**src/rtl/alsu_pkg.sv**
```systemverilog
// Shared ALSU pin-interface types: opcode and pin-word encodings, the parked
// pin word, command-master FSM states and the invalid-combination predicate.
package alsu_pkg;

  typedef enum logic [2:0] {
    OP_OR        = 3'd0,
    OP_XOR       = 3'd1,
    OP_ADD       = 3'd2,
    OP_MULT      = 3'd3,
    OP_SHIFT     = 3'd4,
    OP_ROTATE    = 3'd5,
    OP_INVALID_6 = 3'd6,
    OP_INVALID_7 = 3'd7
  } opcode_e;

  typedef struct packed {
    opcode_e    opcode;
    logic [2:0] a;
    logic [2:0] b;
    logic       cin;
    logic       serial_in;
    logic       direction;
    logic       red_op_a;
    logic       red_op_b;
    logic       bypass_a;
    logic       bypass_b;
  } alsu_pins_t;

  // Parked word: OR of A=B=0 with every control low, so the ALSU output settles to 0.
  localparam alsu_pins_t PARK_PINS = '{
    opcode:    OP_OR,
    a:         3'd0,
    b:         3'd0,
    cin:       1'b0,
    serial_in: 1'b0,
    direction: 1'b0,
    red_op_a:  1'b0,
    red_op_b:  1'b0,
    bypass_a:  1'b0,
    bypass_b:  1'b0
  };

  typedef enum logic [2:0] {
    ST_IDLE  = 3'd0,
    ST_SEED  = 3'd1,
    ST_RUN   = 3'd2,
    ST_DRAIN = 3'd3,
    ST_RESP  = 3'd4
  } state_e;

  function automatic logic alsu_invalid(input alsu_pins_t pins);
    logic [2:0] op;
    op = pins.opcode;
    return ((pins.red_op_a | pins.red_op_b) & (op[1] | op[2])) | (op[1] & op[2]);
  endfunction

endpackage

```
**src/rtl/alsu_cmd_master.sv**
```systemverilog
// Command master for the ALSU pin interface: takes one request, drives the
// ALSU pins for seed + repeat + 1 cycles, then returns the captured result.
module alsu_cmd_master
  import alsu_pkg::*;
#(
  parameter int ALSU_LATENCY = 2,
  parameter int REP_W        = 3,
  parameter int LEDS_W       = 16
) (
  input  logic              clk,
  input  logic              reset,
  input  logic              cmd_valid,
  output logic              cmd_ready,
  input  logic [2:0]        cmd_opcode,
  input  logic [2:0]        cmd_A,
  input  logic [2:0]        cmd_B,
  input  logic              cmd_cin,
  input  logic              cmd_serial_in,
  input  logic              cmd_direction,
  input  logic              cmd_red_op_A,
  input  logic              cmd_red_op_B,
  input  logic              cmd_bypass_A,
  input  logic              cmd_bypass_B,
  input  logic              cmd_seed,
  input  logic [REP_W-1:0]  cmd_repeat,
  output logic [2:0]        alsu_opcode,
  output logic [2:0]        alsu_A,
  output logic [2:0]        alsu_B,
  output logic              alsu_cin,
  output logic              alsu_serial_in,
  output logic              alsu_direction,
  output logic              alsu_red_op_A,
  output logic              alsu_red_op_B,
  output logic              alsu_bypass_A,
  output logic              alsu_bypass_B,
  input  logic [5:0]        alsu_out,
  input  logic [LEDS_W-1:0] alsu_leds,
  output logic              rsp_valid,
  input  logic              rsp_ready,
  output logic [5:0]        rsp_out,
  output logic [LEDS_W-1:0] rsp_leds,
  output logic              rsp_invalid
);

  // Drain counts 0..ALSU_LATENCY-1 after the park edge; capture on the last count.
  localparam int DRAIN_W = (ALSU_LATENCY > 1) ? $clog2(ALSU_LATENCY) : 1;
  localparam logic [DRAIN_W-1:0] DRAIN_LAST = DRAIN_W'(ALSU_LATENCY - 1);

  state_e              state_q, state_d;
  logic [REP_W-1:0]    cnt_q, cnt_d;
  logic [DRAIN_W-1:0]  drain_q, drain_d;
  alsu_pins_t          cmd_q, cmd_d;
  alsu_pins_t          pins_q, pins_d;
  logic                cmd_ready_q, cmd_ready_d;
  logic                rsp_valid_q, rsp_valid_d;
  logic [5:0]          rsp_out_q, rsp_out_d;
  logic [LEDS_W-1:0]   rsp_leds_q, rsp_leds_d;
  logic                rsp_invalid_q, rsp_invalid_d;
  alsu_pins_t          cmd_in_s;
  alsu_pins_t          seed_word_s;

  // Pack the command fields into a pin word and build the bypass-A seed word.
  always_comb begin
    cmd_in_s.opcode    = opcode_e'(cmd_opcode);
    cmd_in_s.a         = cmd_A;
    cmd_in_s.b         = cmd_B;
    cmd_in_s.cin       = cmd_cin;
    cmd_in_s.serial_in = cmd_serial_in;
    cmd_in_s.direction = cmd_direction;
    cmd_in_s.red_op_a  = cmd_red_op_A;
    cmd_in_s.red_op_b  = cmd_red_op_B;
    cmd_in_s.bypass_a  = cmd_bypass_A;
    cmd_in_s.bypass_b  = cmd_bypass_B;
    seed_word_s          = PARK_PINS;
    seed_word_s.a        = cmd_A;
    seed_word_s.bypass_a = 1'b1;
  end

  // Next-state, pin-word and response-capture logic.
  always_comb begin
    state_d       = state_q;
    cnt_d         = cnt_q;
    drain_d       = drain_q;
    cmd_d         = cmd_q;
    pins_d        = pins_q;
    rsp_valid_d   = rsp_valid_q;
    rsp_out_d     = rsp_out_q;
    rsp_leds_d    = rsp_leds_q;
    rsp_invalid_d = rsp_invalid_q;
    case (state_q)
      ST_IDLE: begin
        if (cmd_valid) begin
          cmd_d = cmd_in_s;
          cnt_d = cmd_repeat;
          if (cmd_seed) begin
            pins_d  = seed_word_s;
            state_d = ST_SEED;
          end else begin
            pins_d  = cmd_in_s;
            state_d = ST_RUN;
          end
        end else begin
          pins_d = PARK_PINS;
        end
      end
      ST_SEED: begin
        pins_d  = cmd_q;
        state_d = ST_RUN;
      end
      ST_RUN: begin
        // cnt_q holds the remaining extra cycles; the ALSU itself advances shift/rotate.
        if (cnt_q == '0) begin
          pins_d  = PARK_PINS;
          drain_d = '0;
          state_d = ST_DRAIN;
        end else begin
          cnt_d  = cnt_q - REP_W'(1);
          pins_d = cmd_q;
        end
      end
      ST_DRAIN: begin
        pins_d = PARK_PINS;
        if (drain_q == DRAIN_LAST) begin
          rsp_valid_d   = 1'b1;
          rsp_out_d     = alsu_out;
          rsp_leds_d    = alsu_leds;
          rsp_invalid_d = alsu_invalid(cmd_q);
          state_d       = ST_RESP;
        end else begin
          drain_d = drain_q + DRAIN_W'(1);
        end
      end
      ST_RESP: begin
        pins_d = PARK_PINS;
        if (rsp_ready) begin
          rsp_valid_d = 1'b0;
          state_d     = ST_IDLE;
        end else begin
          rsp_valid_d = 1'b1;
        end
      end
      default: begin
        pins_d      = PARK_PINS;
        rsp_valid_d = 1'b0;
        state_d     = ST_IDLE;
      end
    endcase
    cmd_ready_d = (state_d == ST_IDLE);
  end

  // State, drive and response registers.
  always_ff @(posedge clk or negedge reset) begin
    if (!reset) begin
      state_q       <= ST_IDLE;
      cnt_q         <= '0;
      drain_q       <= '0;
      cmd_q         <= PARK_PINS;
      pins_q        <= PARK_PINS;
      cmd_ready_q   <= 1'b1;
      rsp_valid_q   <= 1'b0;
      rsp_out_q     <= 6'd0;
      rsp_leds_q    <= '0;
      rsp_invalid_q <= 1'b0;
    end else begin
      state_q       <= state_d;
      cnt_q         <= cnt_d;
      drain_q       <= drain_d;
      cmd_q         <= cmd_d;
      pins_q        <= pins_d;
      cmd_ready_q   <= cmd_ready_d;
      rsp_valid_q   <= rsp_valid_d;
      rsp_out_q     <= rsp_out_d;
      rsp_leds_q    <= rsp_leds_d;
      rsp_invalid_q <= rsp_invalid_d;
    end
  end

  assign cmd_ready      = cmd_ready_q;
  assign alsu_opcode    = pins_q.opcode;
  assign alsu_A         = pins_q.a;
  assign alsu_B         = pins_q.b;
  assign alsu_cin       = pins_q.cin;
  assign alsu_serial_in = pins_q.serial_in;
  assign alsu_direction = pins_q.direction;
  assign alsu_red_op_A  = pins_q.red_op_a;
  assign alsu_red_op_B  = pins_q.red_op_b;
  assign alsu_bypass_A  = pins_q.bypass_a;
  assign alsu_bypass_B  = pins_q.bypass_b;
  assign rsp_valid      = rsp_valid_q;
  assign rsp_out        = rsp_out_q;
  assign rsp_leds       = rsp_leds_q;
  assign rsp_invalid    = rsp_invalid_q;

endmodule

```
**config.mk**
```make
export PLATFORM = sky130hd
export DESIGN_NAME = alsu_cmd_master
export DESIGN_NICKNAME = d
export VERILOG_FILES = /design/src/rtl/alsu_pkg.sv /design/src/rtl/alsu_cmd_master.sv
export SDC_FILE = /design/constraint.sdc
export NUM_CORES = 1
export LEC_CHECK = 0
export BUFFER_PORTS_ARGS = -buffer_cell sky130_fd_sc_hd__clkbuf_2
export CORE_MARGIN = 3
export CORE_UTILIZATION = 55
export DETAILED_ROUTE_END_ITERATION = 7
export GPL_ROUTABILITY_DRIVEN = 0
export MAX_ROUTING_LAYER = met4
export PLACE_DENSITY = 0.91
export SYNTH_ARGS = -nofsm -noshare
export SYNTH_HDL_FRONTEND = slang
export SYNTH_SLANG_ARGS = --single-unit
```
**constraint.sdc**
```tcl
create_clock -name clk -period 2.41 [get_ports clk]
set_input_delay 0.3615 -clock clk [delete_from_list [all_inputs] [get_ports clk]]
set_output_delay 0.3615 -clock clk [all_outputs]
set_load 0.01 [all_outputs]
```
==> results.txt, run 1 <==
* Final-stage net count: 368
- In this run the horizontal extent of the chip is 77.72 um.
- After detailed routing, the average wire length per cell comes to 15.55 um.
- Crit-path cells: and2b_1, a21oi_2, o31ai_1
- Clock Tree Buf Depth: 2
- The top cell types in the final layout, fill and taps aside, are clkbuf_2, dfrtp_1, o21ai_0, inv_1, nand2_1.
- Worst vdd ir: 548.5 uV
- Drt total wl: 6035 um
* Final Max Slew Viols: 0
- Count of yosys warnings during synthesis: 0
* Max-capacitance violation count: 0
- Worst hold start: cmd_bypass_A
- Global routing usage summed across all routing layers: 22.14%
- Signal routing reaches up to met4.
* Class of the tightest hold or removal check: in -> reg
* Number of standard cells after synthesis: 228
* Static Leakage: 0.001779 uW
* Total of fill cells in the finished design: 324
* Actual slew at the worst max-slew pin: 800.4 ps
- In this design, the stage delay of the slowest critical-path cell is 680 ps.
- Maximum number of pins on one net before global-route repair: 30
- The netlist uses 40 different library cells.
* Post-route antenna net violation count: 0
- Setup repair after global routing missed its margin: no
- Wire length of the first global-routing pass: 10,120 um
- Grt ovf: 0
- The die covers 6040 sq um.
- CTS placed an instance of clkbuf_8 at the clock tree root.
- Power density normalized to cell area: 1274 nW/um^2
* Average cell area after synthesis: 12.41 sq um
- 1st-iter DRT viols: 120
- Startpoint kind of the worst setup timing path: flip-flop
- Detailed routing placed a total of 378 um of wire on met3.
- Normalized max-slew margin: 46.64%
- TritonCTS built the clock tree.
- The sequential cells in the finished layout cover a total of 1603 sq um.
* Effective utilization at floorplan: 58.35%
- Fraction of layout instances using a drive strength above 1: 42.99%
- Final antenna diode count: 0
* Sequential cell area fraction in the yosys report: 56.66%
- Timing would allow up to 539.0 MHz.
- Chip height: 77.72 um
- The via count of the first global-routing pass came to 2,136.
* Row Count: 25
- The startpoint identified for the worst register-to-register timing path is state_q[0].
- Synthesis inferred 64 register bits.
- The final critical path takes up 76.98% of the cycle.
* Fraction of synthesis flops using an asynchronous set or reset pin: 100.0%
* Status: completed
- The later pin in the worst-skew pair is clocked with a latency of 330 ps.
* Number of stages on the worst hold path: 3
- Input and output buffers added on the ports amount to 86.
* Critical R2R Capture: alsu_bypass_B
- Number of antenna violations at the first check in global routing: 0
* Per-cell via count in the routed design: 5.356
- The H-tree was split into 3 levels.
- Setup total negative slack on the finished layout was measured at 0 ps.
- Time the worst path needs with I/O delays and setup: 1855 ps
- Main flop type after synthesis: dfrtp_1
- Across all register-to-register paths, the minimum setup slack is 550 ps.
- Dpl hpwl: 4335 um
- Placeable core region: 4848 sq um
* CTS clk-pin slew, worst paths: 60 ps
- Netlist area before placement: 2829 sq um
- Commonest non-fill, non-tap cell in the layout: clkbuf_2
* Number of sinks handled by clock tree synthesis: 64
* Met1 WL: 2653 um
* Worst R2R Path Depth: 3
* Number of hold violations in the final report: 0
- Gates resized during post-CTS repair numbered 0.
- Area of combinational cells with multiple inputs: 1032 sq um
- 87 I/O pins were placed.
* Mapped Nets: 276
- For the final database, setup skew stands at 6.259 ps.
- For this block, the via count after detailed routing is 2,078.
- Setup violations remaining at the end of the flow were counted as 0.
* Number of synthesized flops with an enable pin: 0
- The worst setup path is of the reg -> reg kind.
* First drt pass iteration count: 4
- Tot Pwr: 4412 uW
- CP Capture Type: flip-flop
- Data arrival time at the worst-slack endpoint: 2030 ps
* Cell at the slowest stage of the critical path: dfrtp_1
* Largest driver fanout on the critical path: 16
- Required time reported for the critical path endpoint: 2590 ps
- In the detailed route, the total length drawn on met2 is 2928 um.
- TritonCTS created 9 clock buffers.
- For this run, design rule violations remaining after detail routing come to 0.
- Relative area change from synthesis to final layout: 22.38%
- For hold timing, the worst endpoint is cmd_q[1].
[registers in the layout, summed over array words and instances, names as in the netlist, 3 cells and up]
signal / flops
rsp_leds: 16
alsu_opcode: 3
alsu_B: 3
cnt_q: 3
rsp_out: 6
cmd_q: 16
alsu_A: 3
state_q: 3
[synthesized netlist by cell type (all sizes together), types with 2 or more instances]
| master | n | share of area [%] |
|---|---|---|
| clkbuf | 2 | 0.27 |
| nand2 | 19 | 2.5 |
| nor4b | 4 | 2.0 |
| o31ai | 17 | 4.5 |
| nor2b | 2 | 0.44 |
| dfrtp | 63 | 56 |
| buf | 13 | 3.9 |
| nand4b | 2 | 1.1 |
| inv | 20 | 2.7 |
| mux2i | 3 | 1.1 |
| nor2 | 3 | 0.40 |
| and3b | 2 | 0.62 |
| nand2b | 2 | 0.44 |
| nand3 | 13 | 2.3 |
| mux2 | 22 | 11 |
| o21ai | 23 | 4.1 |
| a21oi | 2 | 0.49 |
| ha | 2 | 0.88 |
[timing repair]
action,in CTS,in global routing
hold buffers,1,0
endpoints found under the hold margin,12,0
setup buffers,0,0
[metal layers]
metal	track usage (%)	up-vias
li1	-	970
met1	27.82	1011
met2	35.45	88
met3	6.265	9
met4	5.872	0
met5	-	-
[logic make-up (layout without fill, tap and decap cells)]
| group | after synthesis | after routing | synth area share, % |
|---|---|---|---|
| flops | 64 | 64 | 56.66 |
| mux | 25 | 25 | 12.21 |
| fa+ha+maj | 2 | 2 | 0.8844 |
| compound gates | 47 | 47 | 10.48 |
| buf+inv | 35 | 128 | 6.855 |
| simple gates | 55 | 55 | 12.91 |
[how the worst max path moves through the flow]
| stage | from | to | slack (ps) | cells after the start |
|---|---|---|---|---|
| 2_1_floorplan | state_q[2] | rsp_leds[10] | 1050 | 4 |
| 3_5_place_dp | state_q[0] | alsu_bypass_B | 580 | 3 |
| 5_1_grt | state_q[0] | alsu_bypass_B | 400 | 3 |
| 4_1_cts | state_q[0] | alsu_bypass_B | 560 | 3 |
| 3_3_place_gp | state_q[0] | alsu_opcode[1] | 660 | 3 |
| 6_report | state_q[0] | alsu_bypass_B | 550 | 3 |
[area by class of cell]
cell class                      count  share of cell area [%]
Timing Repair Buffer               96                   15.03
Clock buffer                       10                   3.975
Inverter                           20                   2.168
Sequential cell                    64                   46.30
Clock inverter                      2                  0.2891
Tap cell                           67                   2.421
Multi-Input combinational cell    129                   29.82
[through the flow]
| stage | hold slack, ps | util, % | cell area [sq um] | worst slack (ps) | std cells |
|---|---|---|---|---|---|
| CTS | 233.8 | 71.41 | 3462 | 558.0 | 388 |
| finish | 255.1 | 71.41 | 3462 | 554.7 | 388 |
| global placement | 283.3 | 68.15 | 3304 | 663.8 | 375 |
| detailed placement | 290.3 | 68.15 | 3304 | 576.5 | 375 |
| global route | 252.4 | 71.41 | 3462 | 398.0 | 388 |
| floorplan | 65.91 | - | 2829 | 1053 | 228 |
[power by group]
group	internal, uW	total (uW)	switching, uW
clock	374	723	349
sequential	1580	1870	287
combinational	888	1820	934
total	2840	4410	1570
[worst max-delay path, delay by kind of cell, from the launching register on]
kind	cells	cell delay, ps
flip-flops	1	680
AND/OR/NAND/NOR	1	250
AO/OA/AOI/OAI	2	760
(Power assumes the default switching activity.)
==> inputs of run 2 (changes only) <==
CORE_UTILIZATION = 46   (was 55)
PLACE_DENSITY = 0.82   (was 0.91)
clock period = 1.7 ns   (was 2.41 ns; I/O delays follow)
==> run 2 against run 1 <==
Net effect: non-clock buffer count grew 5; combinational power grew 48%; first-iteration DRC count grew 4.2%; cell area grew 3.5%; critical endpoint is now cmd_q[0]; largest cell class unchanged; highest routed layer unchanged.
==> results.txt, run 2 (synthesized netlist as in run 1, its figures left out) <==
- The longest individual stage delay on the worst path was 440 ps (-240 ps).
* H-tree depth: 3 (unchanged)
* Floorplan die area: 7127 sq um (+18%)
- Placeable core region: 5743 sq um (+18%)
- R2r startpoint: state_q[0]
- The path class of the tightest hold or removal check is in -> reg.
* Final-stage net count: 373 (+1.4%)
* Vias after detailed routing: 2,118 (+1.9%)
- The buffer count from post-CTS setup fixing came to 0 (unchanged).
- The CTS buffer count was 9 (unchanged).
- Final Max Slew Viols: 0 (unchanged)
- Clock tree synthesis selected as its root buffer the cell clkbuf_8.
- The setup slack of the most critical reg-to-reg path was 180 ps (-370 ps).
- Max-capacitance violation count: 0 (unchanged)
- The sequential cell area came to 1604 sq um (about the same).
* Most Frequent Cell on Critical Path: buf_4
- The ratio of cells with drive above 1 in the final layout was 44.55% (+1.6 points).
* Data arrival time at the worst-slack endpoint: 1770 ps (-260 ps)
* Horiz. Die Dim: 84.42 um (+8.6%)
- Final setup fails: 0 (unchanged)
- Maximum number of pins on one net before global-route repair: 32 (+6.7%)
- Worst setup path endpoint: cmd_q[0]
- The depth of the worst register-to-register path was 5 (+2).
- Worst Clk Skew: 5.570 ps (-0.6891 ps)
- Power density normalized to cell area: 1874 nW/um^2 (+47%)
* Type of the setup path with the least slack: reg -> reg
- Worst vdd ir: 743.7 uV (+36%)
- The global route total overflow came to 0 (unchanged).
- The worst setup path is launched from a flip-flop.
* Residual DRC count: 0 (unchanged)
- Clock Tree Buf Depth: 2 (unchanged)
* Post-route clock period utilization: 89.30% (+12 points)
* CP Capture Type: flip-flop
- The flow ran to the end, and the final reports show no timing, DRC or antenna violations.
- The final-layout setup total negative slack is 0 ps (unchanged).
* Area of combinational cells with multiple inputs: 1032 sq um (unchanged)
- Wire length of the first global-routing pass: 10,680 um (+5.5%)
- The number of core rows was 27 (+8.0%).
* Largest driver fanout on the critical path: 22 (+6)
- Time the worst path needs with I/O delays and setup: 1518 ps (-337.1 ps)
* Dpl hpwl: 4574 um (+5.5%)
- Crit-path cells: buf_4, nor4b_4, buf_4, nand2_1, o21ai_0
* Chip height: 84.42 um (+8.6%)
- The source-to-sink clock delay at the later pin of the worst-skew pair is 340 ps (about the same).
- The via density per instance is 5.269 (-1.6%).
- In this run the critical register-to-register path is captured at cmd_q[0].
- Setup repair after global routing left no endpoint under its margin.
* Static Leakage: 0.001838 uW (+3.3%)
- Drt total wl: 6273 um (+3.9%)
- Relative area change from synthesis to final layout: 26.67%
- Number of sinks handled by clock tree synthesis: 64 (unchanged)
* First drt pass iteration count: 4 (unchanged)
- Final antenna diode count: 0 (unchanged)
* Commonest non-fill, non-tap cell in the layout: clkbuf_2
* Effective utilization at floorplan: 49.26% (-9.1 points)
- The post-detailed-route wirelength per cell was 15.60 um (+0.32%).
- Number of antenna violations at the first check in global routing: 0 (unchanged)
- The antenna violation net count after detailed routing is 0 (unchanged).
- The global routing usage summed across all routing layers was 19.52% (-2.6 points).
- Highest attainable clock frequency: 658.7 MHz (+22%)
- The library cells used most frequently in the layout, excluding fill and tap cells, are clkbuf_2, dfrtp_1, o21ai_0, inv_1, nand2_1.
* Actual slew at the worst max-slew pin: 525.4 ps (-275.1 ps)
- The number of buffer cells added on primary ports came to 86 (unchanged).
- The cell count after placement is 385 (+2.7%).
* 1st-iter DRT viols: 125 (+4.2%)
- TritonCTS built the clock tree.
- Normalized max-slew margin: 64.98% (+18 points)
- The top-level port count is 87 (unchanged).
* Number of global-route vias before repair: 2,245 (+5.1%)
- The register clock-pin slew on the reported worst setup and hold paths is 70 ps (about the same).
- Number of cells in the finished layout apart from fillers: 402 (+3.6%)
- The data required time at the worst endpoint was 1950 ps (-640 ps).
- Cell at the slowest stage of the critical path: dfrtp_1
- The most critical setup path has its startpoint at state_q[0].
- The count of final hold-check violations came to 0 (unchanged).
- The count of fill cells added during filler insertion came to 452 (+40%).
## run 2: changes by cell type in the layout (fill, tap and decap cells not counted)
cell	previous run	this run
buf_12	1	2
buf_2	0	1
dfrtp_2	0	1
buf_4	8	12
bufinv_16	0	2
clkinv_4	0	1
dfrtp_1	63	62
clkbuf_2	86	85
clkbuf_8	10	9
clkbuf_1	0	1
clkinv_2	2	3
## run 2: through the flow
stage | hold slack [ps] | setup WS [ps] | area (sq um) | power, uW | util [%]
after global routing | 121.8 | 34.18 | 3583 | 7202 | 62.40
after CTS | 125.0 | 116.0 | 3582 | 6775 | 62.37
final | 136.7 | 181.8 | 3583 | 6714 | 62.40
after floorplan | -40.59 | 342.8 | 2829 | 4432 | -
after detailed placement | 258.3 | 119.0 | 3361 | 5347 | 58.52
after global placement | 257.6 | 181.0 | 3361 | 5200 | 58.52
## run 2: layout make-up
cell class / instances / share of cell area (%)
flip-flops and latches: 64 / 44.76
clock inverters: 6 / 2.339
clock buffers: 10 / 3.561
well taps: 72 / 2.514
repair buffers: 101 / 15.92
inverters: 20 / 2.095
multi-input cells: 129 / 28.81
## run 2: how the worst min path moves through the flow
stage                   to    startpoint  cells past startpoint
2_1_floorplan    alsu_A[0]         reset                      0
3_3_place_gp     cmd_q[12]         reset                      1
3_5_place_dp     cmd_q[12]         reset                      1
4_1_cts          alsu_A[1]      cmd_A[1]                      3
5_1_grt        rsp_leds[8]  alsu_leds[8]                      2
6_report         alsu_A[0]      cmd_A[0]                      3
## run 2: worst max-delay path, delay by kind of cell, from the launching register on
kind | cells | cell delay, ps
compound gates | 1 | 90
buf+inv | 2 | 490
flops | 1 | 440
simple gates | 2 | 400
## run 2: timing repair
action,4_1_cts,5_1_grt
hold buffers,1,0
setup endpoints to repair,0,1
hold endpoints to repair,19,0
resized for setup,0,1
## run 2: metal layers
layer	vias up	share of wire, %	global-route usage [%]
met3	15	7.2	6.183
met4	0	1.8	5.755
li1	986	-	-
met1	1027	41	23.45
met2	90	50	31.71
met5	-	0	-
## run 2: where the power goes
part	internal, uW	total, uW	switching, uW
Clock	821	1400	582
Combinational	1330	2700	1370
Sequential	2240	2610	373
Total	4390	6710	2320
==> inputs of run 3 (changes only) <==
ABC_AREA = 1   (was unset)
CORE_UTILIZATION = 49   (was 46)
CTS_CLUSTER_DIAMETER = 200   (was unset)
PLACE_DENSITY = 0.84   (was 0.82)
clock period = 1.6 ns   (was 1.7 ns; I/O delays follow)
==> run 3 against run 2 <==
Net effect: die area down 14%; synthesized cell count rose by 24%; highest routed layer unchanged; cell area down 9.5%; worst hold slack lost 22 ps; largest power group is now registers; maximum frequency grew 5.4%; largest cell class unchanged; sequential power rose by 5%; clock power is 16% lower.
==> results.txt, run 3 <==
- Hold Worst Slack: 114.6 ps (-22.12 ps)
- The post-detailed-route wirelength per cell is 11.83 um (-24%).
- In the layout the commonest cells are nand2_1, clkbuf_2, dfrtp_1, o21ai_0, clkbuf_8.
* Per-cell via count in the routed design: 4.705 (-11%)
- Post-CTS resize count: 0 (unchanged)
- Cells taking the most area after synthesis: dfrtp_1, nand2_1, o21ai_0
- Dpl hpwl: 3846 um (-16%)
- The biggest area contributor in the post-synthesis netlist is dfrtp_1.
- First drt pass iteration count: 4 (unchanged)
- The number of distinct standard cells referenced by the synthesized netlist was 23 (-43%).
* Global routing usage summed across all routing layers: 19.65% (+0.13 points)
* Count of yosys warnings during synthesis: 0 (unchanged)
- The first-pass GRT wire length was 9011 um (-16%).
- The register area share after synthesis was 62.70% (+6.0 points).
- The maximum net fanout on the critical path was 19 (-14%).
- Final Max Slew Viols: 0 (unchanged)
- The transition at the pin with the smallest max-transition slack is 590.1 ps (+64.76 ps).
- Placed Area: 3067 sq um (-8.7%)
- The root buffer cell chosen for the clock tree is clkbuf_8.
- Static Leakage: 0.001848 uW (+0.54%)
- The antenna violation net count after detailed routing was 0 (unchanged).
- H-tree depth: 3 (unchanged)
- Class of the tightest hold or removal check: in -> reg
* Setup TNS: 0 ps (unchanged)
- Fraction of synthesis flops using an asynchronous set or reset pin: 100.0% (unchanged)
- The CTS buffer count was 9 (unchanged).
- The setup slack of the most critical reg-to-reg path came to 160 ps (-20 ps).
- Vias after detailed routing: 2,108 (-0.47%)
* R2r startpoint: state_q[1]
* Critical R2R Capture: alsu_direction
- Setup repair after global routing left no endpoint under its margin.
- In this run the most critical hold path is launched from alsu_leds[2].
- The number of enable flip-flop cells after synthesis was 0 (unchanged).
- The data required time at the worst endpoint is 1830 ps (-120 ps).
- Type of the setup path with the least slack: reg -> reg
* CP Capture Type: flip-flop
- After synthesis, the most frequently instantiated cells are nand2_1, dfrtp_1, o21ai_0.
* Fraction of layout instances using a drive strength above 1: 29.92% (-15 points)
- Clk Latency, worst-skew pair: 320 ps (-20 ps)
- The top-level port count is 87 (unchanged).
- Grt ovf: 0 (unchanged)
* 1st-iter DRT viols: 98 (-22%)
- The power density normalized to cell area was 1938 nW/um^2 (+3.4%).
- Number of antenna violations at the first check in global routing: 0 (unchanged)
* FF+latch count, synth: 64 (unchanged)
- Number of hold violations in the final report: 0 (unchanged)
- Quantity of I/O buffers inserted on ports: 86 (unchanged)
- The total routed wirelength is 5300 um (-16%).
- Row Count: 25 (-7.4%)
* Number of standard cells after synthesis: 282 (+24%)
- The time the worst path needs with I/O delays and setup came to 1440 ps (-78.00 ps).
* Horiz. Die Dim: 78.23 um (-7.3%)
* Clock Tree Buf Depth: 2 (unchanged)
- Leaving out fill and tap cells, the most frequent cell in the layout is nand2_1.
- Final-stage net count: 425 (+14%)
* Normalized max-slew margin: 60.66% (-4.3 points)
* Status: completed
- The via count of the first global-routing pass was 2,054 (-8.5%).
* Worst Clk Skew: 3.913 ps (-1.657 ps)
- The maximum number of pins on one net before global-route repair is 24 (-25%).
- The area growth from synthesis to layout is 26.87%.
- Main flop type after synthesis: dfrtp_1
* Floorplan die area: 6119 sq um (-14%)
- The count of fill cells added during filler insertion was 402 (-11%).
* Effective utilization at floorplan: 52.38% (+3.1 points)
- The largest voltage drop on the vdd net came to 817.2 uV (+9.9%).
- Average cell area after synthesis: 9.065 sq um (-27%)
- The finished layout cell area is 3243 sq um (-9.5%).
* Residual DRC count: 0 (unchanged)
- TritonCTS built the clock tree.
* Final setup fails: 0 (unchanged)
* Max-capacitance violation count: 0 (unchanged)
- STA classifies the critical path startpoint as a flip-flop.
- Yosys instantiated no cell more often than nand2_1.
- Final antenna diode count: 0 (unchanged)
* Critical path launch point: state_q[1]
* Number of sinks handled by clock tree synthesis: 64 (unchanged)
- Core utilization of the finished layout: 66.46% (+4.1 points)
- Highest attainable clock frequency: 694.4 MHz (+5.4%)
- The top cell type's share of synthesized area is 61.67% (+5.9 points).
* Worst setup path endpoint: alsu_direction
* Netlist area before placement: 2556 sq um (-9.6%)
* Chip height: 78.23 um (-7.3%)
* Placeable core region: 4880 sq um (-15%)
- Worst R2R Path Depth: 5 (unchanged)
* Post-route clock period utilization: 90.01% (+0.71 points)
- CTS clk-pin slew, worst paths: 60 ps (about the same)
- The endpoint arrival time on the critical path came to 1670 ps (-100 ps).
* Mapped Nets: 330 (+20%)
[run 3: final cells by class]
class	instances	area, sq um	area share (%)
Tap cell	67	83.83	2.585
Inverter	10	37.54	1.157
Sequential cell	64	1603	49.42
Multi-Input combinational cell	199	842.1	25.96
Clock buffer	15	166.4	5.131
Timing Repair Buffer	93	510.5	15.74
[run 3: worst min path at each step]
stage / end / slack, ps / cells past startpoint
2_1_floorplan: alsu_A[0] / -60 / 0
3_3_place_gp: rsp_valid / 260 / 1
3_5_place_dp: rsp_valid / 270 / 1
4_1_cts: rsp_leds[1] / 100 / 3
5_1_grt: rsp_leds[3] / 120 / 3
6_report: rsp_leds[2] / 110 / 3
[run 3: cell families (layout without fill, tap and decap cells)]
logic type / after synthesis / in the layout / synth area share (%)
adder cells (fa/ha/maj): 2 / 2 / 0.9788
XOR/XNOR: 1 / 1 / 0.3427
flip-flops: 64 / 64 / 62.70
buffers and inverters: 19 / 118 / 4.356
AND/OR/NAND/NOR: 171 / 171 / 26.68
AO/OA/AOI/OAI: 25 / 25 / 4.944
[run 3: what timing repair did]
action | 4_1_cts | 5_1_grt
setup buffers | 0 | 0
hold buffers | 1 | 0
setup endpoints to repair | 0 | 0
endpoints found under the hold margin | 18 | 0
[run 3: through the flow]
step                worst slack (ps)  power (uW)  std cells
floorplan                      365.9        4338        282
global placement               285.9        5070        432
detailed placement             160.8        5166        432
CTS                            151.0        6368        448
global route                   42.02        6852        448
finish                         159.8        6284        448
[run 3: layer usage]
metal	share of wire (%)	GRT usage (%)	vias up
met5	0	-	-
met4	2.0	9.266	0
met3	7.7	5.046	11
met2	45	29.97	81
met1	46	24.73	948
li1	-	-	1068
[run 3: power by group]
group	total, uW	internal (uW)	switching [uW]
Combinational	2390	914	1480
Clock	1170	641	525
Sequential	2730	2350	374
[run 3: worst max-delay path, cell delays in order, from the launching register on]
cell     delay (ps)
dfrtp_1         450
nor2_1          160
and3_1          160
buf_4           250
nand2_1         110
o21ai_0         220
